<file path="src/rtl/mac_dot_product_ctrl.sv">
// rtl/mac_dot_product_ctrl.sv - dot-product sequencer driving a shared MAC unit
//
// Runs one dot product per command: clears the MAC accumulator, streams
// length operand pairs from two synchronous-read memories into the MAC,
// then latches the final accumulator value.
//
// Ports:
//   clk, reset          rising-edge clock, synchronous active-high reset
//   start, abort        job request / job cancel
//   length, base_a/b    job size (0..2^ADDR_WIDTH) and vector start addresses
//   mem_rd_en, mem_addr_a/b, mem_data_a/b
//                       operand memory read port (data one cycle after strobe)
//   mac_multiplier, mac_multiplicand, mac_valid, mac_clear, mac_result
//                       MAC unit interface
//   busy, done, dot_result
//                       job status and latched result
module mac_dot_product_ctrl #(
    parameter int DATA_WIDTH = 16,
    parameter int ACC_WIDTH  = 32,
    parameter int ADDR_WIDTH = 8
) (
    input  logic                  clk,
    input  logic                  reset,
    input  logic                  start,
    input  logic                  abort,
    input  logic [ADDR_WIDTH:0]   length,
    input  logic [ADDR_WIDTH-1:0] base_a,
    input  logic [ADDR_WIDTH-1:0] base_b,
    output logic                  mem_rd_en,
    output logic [ADDR_WIDTH-1:0] mem_addr_a,
    output logic [ADDR_WIDTH-1:0] mem_addr_b,
    input  logic [DATA_WIDTH-1:0] mem_data_a,
    input  logic [DATA_WIDTH-1:0] mem_data_b,
    output logic [DATA_WIDTH-1:0] mac_multiplier,
    output logic [DATA_WIDTH-1:0] mac_multiplicand,
    output logic                  mac_valid,
    output logic                  mac_clear,
    input  logic [ACC_WIDTH-1:0]  mac_result,
    output logic                  busy,
    output logic                  done,
    output logic [ACC_WIDTH-1:0]  dot_result
);

    typedef enum logic [2:0] {
        IDLE,
        CLEAR,
        RUN,
        DRAIN,
        DONE
    } state_t;

    localparam logic [ADDR_WIDTH:0] MAX_LEN = {1'b1, {ADDR_WIDTH{1'b0}}};
    localparam logic [ADDR_WIDTH:0] ONE     = (ADDR_WIDTH+1)'(1);

    state_t                state;
    state_t                next_state;

    logic [ADDR_WIDTH:0]   len_q;
    logic [ADDR_WIDTH-1:0] base_a_q;
    logic [ADDR_WIDTH-1:0] base_b_q;
    logic [ADDR_WIDTH:0]   issue_idx;
    logic [ADDR_WIDTH:0]   beat_cnt;
    logic                  valid_q;
    logic [ACC_WIDTH-1:0]  dot_result_q;

    logic                  rd_en;
    logic                  clear;
    logic                  capture;
    logic                  latch;
    logic                  job_active;

    always_ff @(posedge clk) begin
        if (reset) begin
            state <= IDLE;
        end else begin
            state <= next_state;
        end
    end

    always_comb begin
        next_state = state;
        rd_en      = 1'b0;
        clear      = 1'b0;
        capture    = 1'b0;
        latch      = 1'b0;
        job_active = (state == CLEAR) || (state == RUN) || (state == DRAIN);

        case (state)
            IDLE: begin
                if (start) begin
                    capture    = 1'b1;
                    next_state = CLEAR;
                end
            end
            CLEAR: begin
                clear      = 1'b1;
                rd_en      = (len_q != '0);
                next_state = (len_q != '0) ? RUN : DRAIN;
            end
            RUN: begin
                rd_en = (issue_idx < len_q);
                // The beat being presented now is the last one of the job.
                if (valid_q && (beat_cnt == len_q - ONE)) begin
                    next_state = DRAIN;
                end
            end
            DRAIN: begin
                latch      = 1'b1;
                next_state = DONE;
            end
            DONE: begin
                if (start) begin
                    capture    = 1'b1;
                    next_state = CLEAR;
                end else begin
                    next_state = IDLE;
                end
            end
            default: next_state = IDLE;
        endcase

        // Abort wins over everything while a job is running and suppresses
        // the result latch, so dot_result keeps the previous job's value.
        if (abort && job_active) begin
            next_state = IDLE;
            latch      = 1'b0;
        end
    end

    always_ff @(posedge clk) begin
        if (reset) begin
            len_q        <= '0;
            base_a_q     <= '0;
            base_b_q     <= '0;
            issue_idx    <= '0;
            beat_cnt     <= '0;
            valid_q      <= 1'b0;
            dot_result_q <= '0;
        end else begin
            // Read data arrives one cycle after the strobe, so the MAC valid
            // is the strobe delayed by one; an abort drops the in-flight beat.
            valid_q <= rd_en && !(abort && job_active);

            if (capture) begin
                len_q     <= (length > MAX_LEN) ? MAX_LEN : length;
                base_a_q  <= base_a;
                base_b_q  <= base_b;
                issue_idx <= '0;
                beat_cnt  <= '0;
            end else begin
                if (rd_en) begin
                    issue_idx <= issue_idx + ONE;
                end
                if (valid_q) begin
                    beat_cnt <= beat_cnt + ONE;
                end
            end

            if (latch) begin
                dot_result_q <= mac_result;
            end
        end
    end

    // Addresses wrap naturally modulo 2^ADDR_WIDTH; held at 0 when idle.
    assign mem_rd_en        = rd_en;
    assign mem_addr_a       = rd_en ? (base_a_q + issue_idx[ADDR_WIDTH-1:0]) : '0;
    assign mem_addr_b       = rd_en ? (base_b_q + issue_idx[ADDR_WIDTH-1:0]) : '0;
    assign mac_multiplier   = mem_data_a;
    assign mac_multiplicand = mem_data_b;
    assign mac_valid        = valid_q;
    assign mac_clear        = clear;
    assign busy             = job_active;
    assign done             = (state == DONE);
    assign dot_result       = dot_result_q;

endmodule

</file>
<file path="config.mk">
export PLATFORM = sky130hd
export DESIGN_NAME = mac_dot_product_ctrl
export DESIGN_NICKNAME = d
export VERILOG_FILES = /design/src/rtl/mac_dot_product_ctrl.sv
export SDC_FILE = /design/constraint.sdc
export NUM_CORES = 1
export LEC_CHECK = 0
export ABC_CLOCK_PERIOD_IN_PS = 4250
export BUFFER_PORTS_ARGS = -buffer_cell sky130_fd_sc_hd__buf_4
export CAP_MARGIN = 25
export CORE_ASPECT_RATIO = 0.9
export CORE_MARGIN = 2
export CORE_UTILIZATION = 52
export DETAILED_ROUTE_END_ITERATION = 12
export PLACE_DENSITY = 0.86
export SYNTH_ARGS = -nofsm -noshare
export SYNTH_HDL_FRONTEND = slang
export SYNTH_SLANG_ARGS = --single-unit
export TNS_END_PERCENT = 20
</file>
<file path="constraint.sdc">
create_clock -name clk -period 4.25 [get_ports clk]
set_input_delay 0.85 -clock clk [delete_from_list [all_inputs] [get_ports clk]]
set_output_delay 0.85 -clock clk [all_outputs]
set_load 0.02 [all_outputs]
</file>
* Yosys cells after proc, flatten, opt, wreduce, memory -nomap -nowiden
Cells that the tools add are included.
Cells by class: $add $sub $neg 5, order comparisons 2, equality and inequality tests 7, multiplexer cells 14, reduce and logical (&&, ||, !) cells 12
Operators with widths (count):
- 9-bit by 1-bit adder with 9-bit output, second input constant | 2
- 8-bit adder | 2
- 8-bit two-way mux | 2
- 3-bit case mux with 5 select lines | 1
- 9-bit == test | 1
- 9-bit greater-than comparator, second input constant | 1
- 9-bit < comparator | 1
- 9-bit two-way mux | 1
- 9-bit nonzero test | 1
- 9-bit by 1-bit subtractor with 9-bit output, second input constant | 1
- 1-bit two-way mux | 7
- 3-bit by 2-bit == test with 1-bit output, second input constant | 2
- 3-bit two-way mux | 2
- 2-bit OR reduction | 3
- 3-bit by 1-bit == test with 1-bit output, second input constant | 1
- 3-bit == test, second input constant | 1
- 1-bit logical AND | 3
- 3-bit logical NOT | 1
- 1-bit logical OR | 2
- 2-bit by 1-bit != test with 1-bit output, second input constant | 1
- 2-bit != test, second input constant | 1
- 1-bit case mux with 2 select lines | 1
- 2-bit AND reduction | 1
- 1-bit logical NOT | 1
Word-level totals: register bits after elaboration 79, bits of input ports 93, output and inout port bits 85

* Longest topological paths before layout
Gate-level depths: netlist of run 1.
word-level depth 6, mapped depth 9, depth with buffers taken out 9

* Least setup slack after synthesis of run 1
Ideal clock, no wire load.
kind register to output, from register len_q[2], to output mem_addr_a[2], arrival 2007 ps, setup slack 1393 ps, cell stages (with the launch flop) 10, path buffers 2, path through dfxtp_1 inv_1 ha_1 a21o_1 a31oi_1 o21bai_1 a21o_1 buf_2 buf_4 nor2_1
On the way: cells in the longest elaborated chain, start to end 3, elaborated cells between the ends (all ways) 4, classes of those cells 1 x order compare; 2 x mux; 1 x reduce/logical
Ends and longest elaborated chain:
- start: declaration | RTL line 58 | logic [ADDR_WIDTH:0] len_q;
- start signal: assignment | RTL line 145 | len_q <= (length > MAX_LEN) ? MAX_LEN : length;
- 9-bit < comparator or 9-bit nonzero test (tied branches) | RTL line 101, 97
- 1-bit case mux with 2 select lines * | RTL line 88 | case (state)
- 8-bit two-way mux * | RTL line 167 | assign mem_addr_a = rd_en ? (base_a_q + issue_idx[ADDR_WIDTH-1:0]) : '0;
- end: declaration | RTL line 30 | output logic [ADDR_WIDTH-1:0] mem_addr_a,
Mark *: on every way between the ends. The rest lies on a longest branch, timed or not.

* Final worst setup path of run 1
from register len_q[0], to output mem_addr_a[0]
The elaborated chain is that of the path after synthesis.

==> impl_metrics.yaml, run 1 <==
sta:
  holdWs_ns: 0.457
  min_period_ns: 3.83
  hold_viol: 0
  finalCritPeriodShare: 0.902
  fin_skew_ns: 0.00917
  rsz0062_at_grt: "false"
  maxSlewViolCount: 0
  setup_violations: 0
  timing.fmax_mhz: 261
  finalSetupTns_ns: 0
  relSlewSlack: 0.313
  worstMarginPinSlew_ns: 1.03
clock_network:
  cts_buffer_depth: 2
  cts_tree: "done"
  cts.htree.levels: 3
  cts_hold_buf: 0
  cts-buffers-inserted: 9
  cts.sinks: 79
  root_buffer: "clkbuf_8"
  cts_resized: 0
  cts.clk_slew.worst_paths_ns: 0.08
  insertion_delay_ns: 0.35
  cts_setup_buffers: 0
finish:
  final_cell_count_no_fill: 675
  diodes: 0
  seqCellArea_um2: 1580
  drive_gt1_frac: 0.237
  fillers: 642
  layout.nets: 695
  multi_input_area_um2: 2190
  syn2layout_area_growth_pct: 20.4
yosys:
  yosysMostFrequentCell: "nand2_1"
  ys_types: 45
  mappedNetlistArea_um2: 4170
  synth_top_family_by_area: "simple AND/OR/NAND/NOR gates"
  ys_warn_count: 0
  synthesis.nets: 623
  yosysTopAreaCell: "dfxtp_1"
  postSynthAreaPerCell_um2: 8.31
  seq_area_frac_synth: 0.379
  synthArstFlopShare: 0
  synth_area_leaders: "dfxtp_1 38%, nand2_1 7.8%, ha_1 7.8%"
  synth_fa_ha_area_frac: 0.0876
  synth-simple-area-share: 0.195
  ys_dominant_reg_cell: "dfxtp_1"
  synthCells: 502
  synth.top_cell.area_share: 0.379
  synth_edf_count: 0
  synth-seq-cells: 79
  synth_compound_area_frac: 0.158
  synth_mux_area_frac: 0.00240
  synth_common_cells: "87 x nand2_1, 79 x dfxtp_1, 49 x nor2_1"
  synth_xor_area_frac: 0.0819
power_and_ir_drop:
  pwr-share-comb: 0.229
  power.density_nw_per_um2: 346
  sequentialPowerShare: 0.476
  peakVddDrop_uv: 267
  p_clk_frac: 0.295
  p_int_uw: 1190
  p_sw_uw: 548
  total_leakage_power_uw: 0.00214
  p_sw_frac: 0.315
floorplan:
  fp.coreArea_um2: 7660
  die-area_um2: 8760
  io-pin-count: 178
  die_y_um: 89.0
  rows: 30
  initial_core_util: 0.545
  dieWidth_um: 98.4
setup_path:
  cp.arrival_ns: 2.98
  crit_type: "reg2out"
  crit_end: "mem_addr_a[0]"
  r2r_end: "issue_idx[0]"
  worstRegToRegCells: 9
  r2r_start: "len_q[0]"
  cp_slowest_stage_delay_ns: 0.58
  cpMaxStageDelayCell: "a21o_1"
  worst_path_most_repeated_cell: "inv_1"
  reg2reg_slack_ns: 1.59
  critPathLaunch: "len_q[0]"
  startpoint_type: "flip-flop"
  endpoint_kind: "output port"
  critical_path.max_fanout: 25
  cp.required_ns: 3.40
  path_cells: "inv_1 -> ha_1 -> nor4b_1 -> a21bo_1 -> a21boi_1 -> a21o_1 -> inv_1 -> and2_1 -> buf_4"
  cp.depth: 9
  path_buf_inv: 3
  crit_family: "compound AO/OA/AOI/OAI gates"
flow_run:
  maxCapViolations: 0
detailed_routing:
  vias: 3620
  via_per_inst: 5.36
  antenna_left: 0
  routed_wl_um: 10000
  drcViolationCount: 0
  wire_per_inst_um: 14.8
  drt_first_pass_iters: 4
  drtIter0Drc: 188
grt:
  overflow: 0
  grt_pass1_vias: 3510
  grt_max_degree: 38
  track_usage: 0.226
  grt_pass1_wl_um: 15900
  antenna_found_initial: 0
placed_design:
  placed_cells: 659
  gp_congestion: 0.818
  io_buffer_count: 113
  hpwl_um: 7450
hold_path:
  hold_path_class: "reg2reg"
  whs_path_depth: 2
run_status:
  outcome: "completed"
## routing by layer
metal	track usage	part of all wire	vias up
met1	0.269	0.41	1644
li1	-	-	1811
met3	0.0766	0.086	22
met2	0.379	0.48	143
met5	0	0	-
met4	0.0934	0.019	0
## cells by family (layout without fill, tap and decap cells)
kind of cell | after synthesis | in the layout
xor gates and xnor gates | 39 | 39
buffers and inverters | 69 | 146
and+or+nand+nor | 181 | 181
AOI/OAI and AO/OA | 105 | 105
muxes | 1 | 1
DFF | 79 | 79
adders and majority gates | 28 | 28
## cell usage in the layout, fill, tap and decap left out, types with 2 or more instances in the layout
cell type	n
buf_4	114
nand2_1	87
dfxtp_1	79
nor2_1	48
a21oi_1	47
ha_1	26
xnor2_1	21
xor2_1	18
o21ai_0	17
a22o_1	16
inv_1	14
clkbuf_8	10
nand3_1	9
and2_1	6
nor3_1	6
a21o_1	5
nand4_1	5
or3_1	5
a211oi_1	4
o21bai_1	3
nand2b_1	2
nor2b_1	2
o31a_1	2
o41ai_1	2
nand3b_1	2
o31ai_1	2
fa_1	2
clkinv_2	2
inv_6	2
clkinvlp_4	2
## how the worst min path moves through the flow
| stage | startpoint | end | slack [ns] |
|---|---|---|---|
| floorplan | base_a_q[0] | base_a_q[0] | 0.46 |
| global placement | dot_result[24] | dot_result[24] | 0.44 |
| detailed placement | dot_result[6] | dot_result[6] | 0.45 |
| CTS | dot_result[6] | dot_result[6] | 0.46 |
| global route | dot_result[14] | dot_result[14] | 0.47 |
| finish | dot_result[14] | dot_result[14] | 0.46 |
## tightest hold or removal path: stages, from the launching register on
cell     delay (ns)
dfxtp_1        0.31
nand2_1        0.05
a21oi_1        0.05
## power groups by stage
stage | logic [µW] | registers [µW] | clock network [µW]
2_1_floorplan | 313 | 833 | 0
3_3_place_gp | 375 | 843 | 0
3_5_place_dp | 393 | 845 | 0
4_1_cts | 396 | 827 | 534
5_1_grt | 436 | 835 | 560
6_report | 398 | 828 | 514
## registers in the layout, indices dropped and copies added, names as in the netlist
signal	cells
dot_result	32
beat_cnt	9
issue_idx	9
len_q	9
base_a_q	8
base_b_q	8
state	3
mac_valid	1
## final cells by class
| cell class | instances | area share |
|---|---|---|
| timing repair buffer | 116 | 0.178 |
| clock inverter | 6 | 0.00847 |
| sequential | 79 | 0.315 |
| inverter | 14 | 0.0105 |
| multi-input combinational | 354 | 0.437 |
| clock buffer | 10 | 0.0274 |
| tap | 96 | 0.0239 |
## through the flow
| stage | total power (µW) | cell area (µm²) | utilization | setup slack [ns] |
|---|---|---|---|---|
| finish | 1740 | 5020 | 0.656 | 0.416 |
| global route | 1830 | 5020 | 0.656 | 0.127 |
| CTS | 1760 | 5020 | 0.656 | 0.424 |
| detailed placement | 1240 | 4840 | 0.632 | 0.832 |
| global placement | 1220 | 4800 | 0.627 | 1.01 |
| floorplan | 1150 | 4170 | - | 1.39 |
Power figures use the tool's default switching activity.
==> inputs of run 2 (changes only) <==
--- a/config.mk
+++ b/config.mk
@@ -10,9 +10,9 @@
 export CAP_MARGIN = 25
 export CORE_ASPECT_RATIO = 0.9
 export CORE_MARGIN = 2
-export CORE_UTILIZATION = 52
+export CORE_UTILIZATION = 40
 export DETAILED_ROUTE_END_ITERATION = 12
-export PLACE_DENSITY = 0.86
+export PLACE_DENSITY = 0.69
 export SYNTH_ARGS = -nofsm -noshare
 export SYNTH_HDL_FRONTEND = slang
 export SYNTH_SLANG_ARGS = --single-unit
==> impl_metrics.yaml, run 2 (synthesis results as in run 1) <==
run_status:
  outcome: "completed"
setup_path:
  crit_family: "buffers and inverters"
  worstRegToRegCells: 9
  r2r_start: "len_q[2]"
  startpoint_type: "flip-flop"
  r2r_end: "issue_idx[6]"
  reg2reg_slack_ns: 1.99
  path_buf_inv: 4
  cpMaxStageDelayCell: "dfxtp_1"
  endpoint_kind: "output port"
  cp.arrival_ns: 2.55
  crit_type: "reg2out"
  cp.required_ns: 3.40
  critical_path.max_fanout: 25
  path_cells: "inv_1 -> ha_1 -> nor4b_1 -> a21bo_1 -> a21boi_1 -> a21o_1 -> buf_4 -> inv_1 -> and2_1 -> buf_4"
  cp_slowest_stage_delay_ns: 0.35
power_and_ir_drop:
  total_leakage_power_uw: 0.00221
  power.density_nw_per_um2: 394
  peakVddDrop_uv: 280
clock_network:
  cts_resized: 0
  cts_setup_buffers: 0
  cts-buffers-inserted: 9
  cts_tree: "done"
  cts.sinks: 79
  cts_buffer_depth: 2
  cts.clk_slew.worst_paths_ns: 0.06
  cts_hold_buf: 0
  root_buffer: "clkbuf_16"
  cts.htree.levels: 3
  insertion_delay_ns: 0.33
finish:
  layout.nets: 697
  layout_commonest_cell: "buf_4"
  largest_reg_flops: 32
  syn2layout_area_growth_pct: 25.1
  fillers: 967
  final_cell_mix: "115 x buf_4, 87 x nand2_1, 79 x dfxtp_1, 48 x nor2_1, 47 x a21oi_1"
  diodes: 0
  drive_gt1_frac: 0.238
  final_cell_count_no_fill: 710
sta:
  worstMarginPinSlew_ns: 0.893
  finalSetupTns_ns: 0
  holdWs_ns: 0.453
  rsz0062_at_grt: "false"
  fin_skew_ns: 0.00368
  min_period_ns: 3.40
  timing.fmax_mhz: 294
  setup_violations: 0
  hold_viol: 0
  maxSlewViolCount: 0
  fin_ws_ns: 0.847
  relSlewSlack: 0.400
  finalCritPeriodShare: 0.801
floorplan:
  fp.coreArea_um2: 10200
  die_y_um: 101
  rows: 35
  dieWidth_um: 112
  die-area_um2: 11300
  io-pin-count: 178
  initial_core_util: 0.409
placed_design:
  placed_cells: 693
  gp_congestion: 0.819
  io_buffer_count: 113
  dp_slack_ns: 1.19
  hpwl_um: 7430
grt:
  grt_max_degree: 38
  overflow: 0
  grt_pass1_wl_um: 16400
  track_usage: 0.180
  grt_pass1_vias: 3492
  antenna_found_initial: 0
flow_run:
  maxCapViolations: 0
hold_path:
  hp-start: "dot_result[17]"
  whs_path_depth: 2
  holdPathEnd: "dot_result[17]"
  hold_path_class: "reg2reg"
detailed_routing:
  via_per_inst: 5.01
  wire_per_inst_um: 13.8
  routed_wl_um: 9790
  drt_first_pass_iters: 4
  vias: 3560
  antenna_left: 0
  drtIter0Drc: 145
  drcViolationCount: 0
[run 2: final cells by class]
cell class,instances,area (µm²),area share
inverter,14,52.6,0.0101
sequential,79,1580,0.303
multi-input combinational,354,2190,0.420
clock inverter,5,81.3,0.0156
clock buffer,11,243,0.0465
timing repair buffer,118,905,0.173
tap,129,161,0.0309
[run 2: power by group]
group | leakage, µW | internal (µW) | total, µW | switching (µW)
combinational | 0.00142 | 185 | 399 | 215
sequential | 0.000640 | 783 | 828 | 45.2
clock | 0.000156 | 530 | 830 | 300
total | 0.00221 | 1500 | 2060 | 560
[run 2: metal layers]
metal  global-route usage  up-vias  routed length [µm]  part of all wire
met5                    0        -                   0                 0
met4               0.0636        0                 118             0.012
met3               0.0643        7                 693             0.071
met2                0.290       94                4510              0.46
met1                0.223     1645                4480              0.46
li1                     -     1814                   -                 -
[run 2: how the worst max path moves through the flow]
stage	from	to	slack (ns)	cells past startpoint
floorplan	len_q[2]	mem_addr_a[2]	1.39	9
detailed placement	len_q[0]	mem_addr_b[1]	1.19	10
global route	len_q[0]	mem_addr_a[1]	0.59	10
global placement	len_q[0]	mem_addr_a[0]	1.30	10
finish	len_q[0]	mem_addr_b[1]	0.85	10
CTS	len_q[0]	mem_addr_b[1]	0.82	10
[run 2: stage by stage]
stage          cell area (µm²)   util  total power (µW)
2_1_floorplan             4170      -              1150
3_5_place_dp              4880  0.478              1240
6_report                  5220  0.511              2060
4_1_cts                   5200  0.510              2080
5_1_grt                   5220  0.511              2170
3_3_place_gp              4850  0.476              1230
[run 2: tightest hold or removal path: cells and delay by family (launching register included)]
family,cells,cell delay (ns)
AOI/OAI and AO/OA,1,0.05
and+or+nand+nor,1,0.05
DFF,1,0.31
==> inputs of run 3 (changes only) <==
--- a/config.mk
+++ b/config.mk
@@ -5,14 +5,15 @@
 export SDC_FILE = /design/constraint.sdc
 export NUM_CORES = 1
 export LEC_CHECK = 0
-export ABC_CLOCK_PERIOD_IN_PS = 4250
+export ABC_AREA = 1
+export ABC_CLOCK_PERIOD_IN_PS = 3100
 export BUFFER_PORTS_ARGS = -buffer_cell sky130_fd_sc_hd__buf_4
 export CAP_MARGIN = 25
 export CORE_ASPECT_RATIO = 0.9
 export CORE_MARGIN = 2
 export CORE_UTILIZATION = 40
 export DETAILED_ROUTE_END_ITERATION = 12
-export PLACE_DENSITY = 0.69
+export PLACE_DENSITY = 0.7
 export SYNTH_ARGS = -nofsm -noshare
 export SYNTH_HDL_FRONTEND = slang
 export SYNTH_SLANG_ARGS = --single-unit
==> constraint.sdc (replaced) <==
create_clock -name clk -period 3.1 [get_ports clk]
set_input_delay 0.62 -clock clk [delete_from_list [all_inputs] [get_ports clk]]
set_output_delay 0.62 -clock clk [all_outputs]
set_load 0.02 [all_outputs]
==> impl_metrics.yaml, run 3 <==
run_status:
  outcome: "completed"
yosys:
  mappedNetlistArea_um2: 4560
  synth_compound_area_frac: 0.154
  ys_warn_count: 0
  ys_dominant_reg_cell: "dfxtp_1"
  synth_top_family_by_area: "simple AND/OR/NAND/NOR gates"
  synthesis.nets: 725
  synth_xor_area_frac: 0.0365
  yosysMostFrequentCell: "nor2_1"
  synth_mux_area_frac: 0
  postSynthAreaPerCell_um2: 7.55
  synthArstFlopShare: 0
  synthCells: 604
  seq_area_frac_synth: 0.347
  synth_edf_count: 0
  synth_fa_ha_area_frac: 0.0801
  synth.top_cell.area_share: 0.347
  synth_area_leaders: "dfxtp_1 35%, nor2_1 8.9%, nand2_1 7.3%"
  synth-seq-cells: 79
  ys_types: 34
  synth-simple-area-share: 0.252
  synth_common_cells: "108 x nor2_1, 89 x nand2_1, 79 x dfxtp_1"
  yosysTopAreaCell: "dfxtp_1"
detailed_routing:
  drt_first_pass_iters: 6
  vias: 4111
  via_per_inst: 4.87
  drtIter0Drc: 190
  routed_wl_um: 11300
  wire_per_inst_um: 13.4
  antenna_left: 0
  drcViolationCount: 0
grt:
  overflow: 0
  grt_max_degree: 34
  track_usage: 0.190
  grt_pass1_vias: 4037
  grt_pass1_wl_um: 18700
  antenna_found_initial: 0
clock_network:
  insertion_delay_ns: 0.34
  root_buffer: "clkbuf_16"
  cts.clk_slew.worst_paths_ns: 0.06
  cts_buffer_depth: 2
  cts_hold_buf: 0
  cts-buffers-inserted: 9
  cts.sinks: 79
  cts.htree.levels: 3
  cts_tree: "done"
sta:
  fin_ws_ns: 0.198
  min_period_ns: 2.90
  holdWs_ns: 0.482
  finalCritPeriodShare: 0.936
  setup_violations: 0
  rsz0062_at_grt: "false"
  maxSlewViolCount: 0
  hold_viol: 0
  fin_skew_ns: 0.00621
  relSlewSlack: 0.446
  finalSetupTns_ns: 0
  timing.fmax_mhz: 345
  worstMarginPinSlew_ns: 0.831
placed_design:
  dp_slack_ns: 0.358
  hpwl_um: 8410
  gp_congestion: 0.878
  io_buffer_count: 113
  place_area_um2: 5280
setup_path:
  critical_path.max_fanout: 11
  cp.required_ns: 2.48
  cp.arrival_ns: 2.28
  crit_type: "reg2out"
  critPathLaunch: "len_q[7]"
  worstRegToRegCells: 10
  r2r_start: "len_q[7]"
  startpoint_type: "flip-flop"
  endpoint_kind: "output port"
floorplan:
  fp.coreArea_um2: 11000
  die-area_um2: 12300
  die_y_um: 105
  rows: 36
  io-pin-count: 178
  dieWidth_um: 117
  initial_core_util: 0.415
finish:
  layout.nets: 809
  largest_reg_flops: 32
  design_area_um2: 5600
  diodes: 0
  syn2layout_area_growth_pct: 22.8
  final_cell_mix: "121 x buf_4, 108 x nor2_1, 89 x nand2_1, 79 x dfxtp_1, 57 x inv_1"
  drive_gt1_frac: 0.262
  layout_commonest_cell: "buf_4"
power_and_ir_drop:
  total_leakage_power_uw: 0.00262
  power.density_nw_per_um2: 504
  peakVddDrop_uv: 320
  power_uw: 2830
hold_path:
  hp-start: "dot_result[16]"
  hold_path_class: "reg2reg"
  whs_path_depth: 2
flow_run:
  maxCapViolations: 0
==> run 3: critical path, cell delays in order (launching register included) <==
cell,delay (ns)
dfxtp_1,0.42
inv_1,0.09
ha_1,0.30
nand2_1,0.09
a21oi_1,0.06
nor2_1,0.19
nand4_4,0.18
nand2_8,0.19
inv_2,0.11
nor2_1,0.14
buf_4,0.16
==> run 3: worst paths after layout <==
| path | endpoint | slack, ns |
|---|---|---|
| min reg2reg | dot_result[16] | 0.48 |
| max | mem_addr_a[6] | 0.20 |
| min | dot_result[16] | 0.48 |
| max reg2reg | issue_idx[0] | 1.11 |
==> run 3: final cells by class <==
| cell class | count | area, µm² |
|---|---|---|
| Fill cell | 1088 | 5390 |
| Sequential cell | 79 | 1580 |
| Multi-Input combinational cell | 417 | 2400 |
| Inverter | 60 | 225 |
| Timing Repair Buffer | 121 | 908 |
| Clock buffer | 9 | 225 |
| Clock inverter | 6 | 68.8 |
| Tap cell | 152 | 190 |
==> run 3: cell families (layout without fill, tap and decap cells) <==
kind of cell,Yosys count,count (layout)
AO/OA/AOI/OAI,108,108
XOR/XNOR,19,19
adder cells (fa/ha/maj),28,28
buffers and inverters,109,196
flip-flops,79,79
AND/OR/NAND/NOR,261,262
==> run 3: metal layers <==
metal,wire length [µm],share of wire,global-route usage,vias to the layer above
li1,-,-,-,2111
met1,5160,0.46,0.248,1839
met2,5070,0.45,0.292,143
met3,903,0.080,0.0713,18
met4,142,0.013,0.0555,0
met5,0,0,0,-
==> run 3: power breakdown <==
group / switching [µW] / internal (µW)
Sequential: 56.7 / 1080
Combinational: 370 / 245
Clock: 451 / 625
==> run 3: repair_timing <==
action | CTS | global route
buffers inserted | 0 | 2
cloned | 0 | 1
gates resized for setup | 1 | 0
hold endpoints to repair | 0 | 0
endpoints found under the setup margin | 3 | 15
pin swaps | 0 | 2
==> run 3: metrics by stage <==
step | cells | utilization
5_1_grt | 844 | 0.510
6_report | 844 | 0.510
2_1_floorplan | 604 | -
4_1_cts | 841 | 0.508
3_5_place_dp | 826 | 0.480
3_3_place_gp | 826 | 0.480
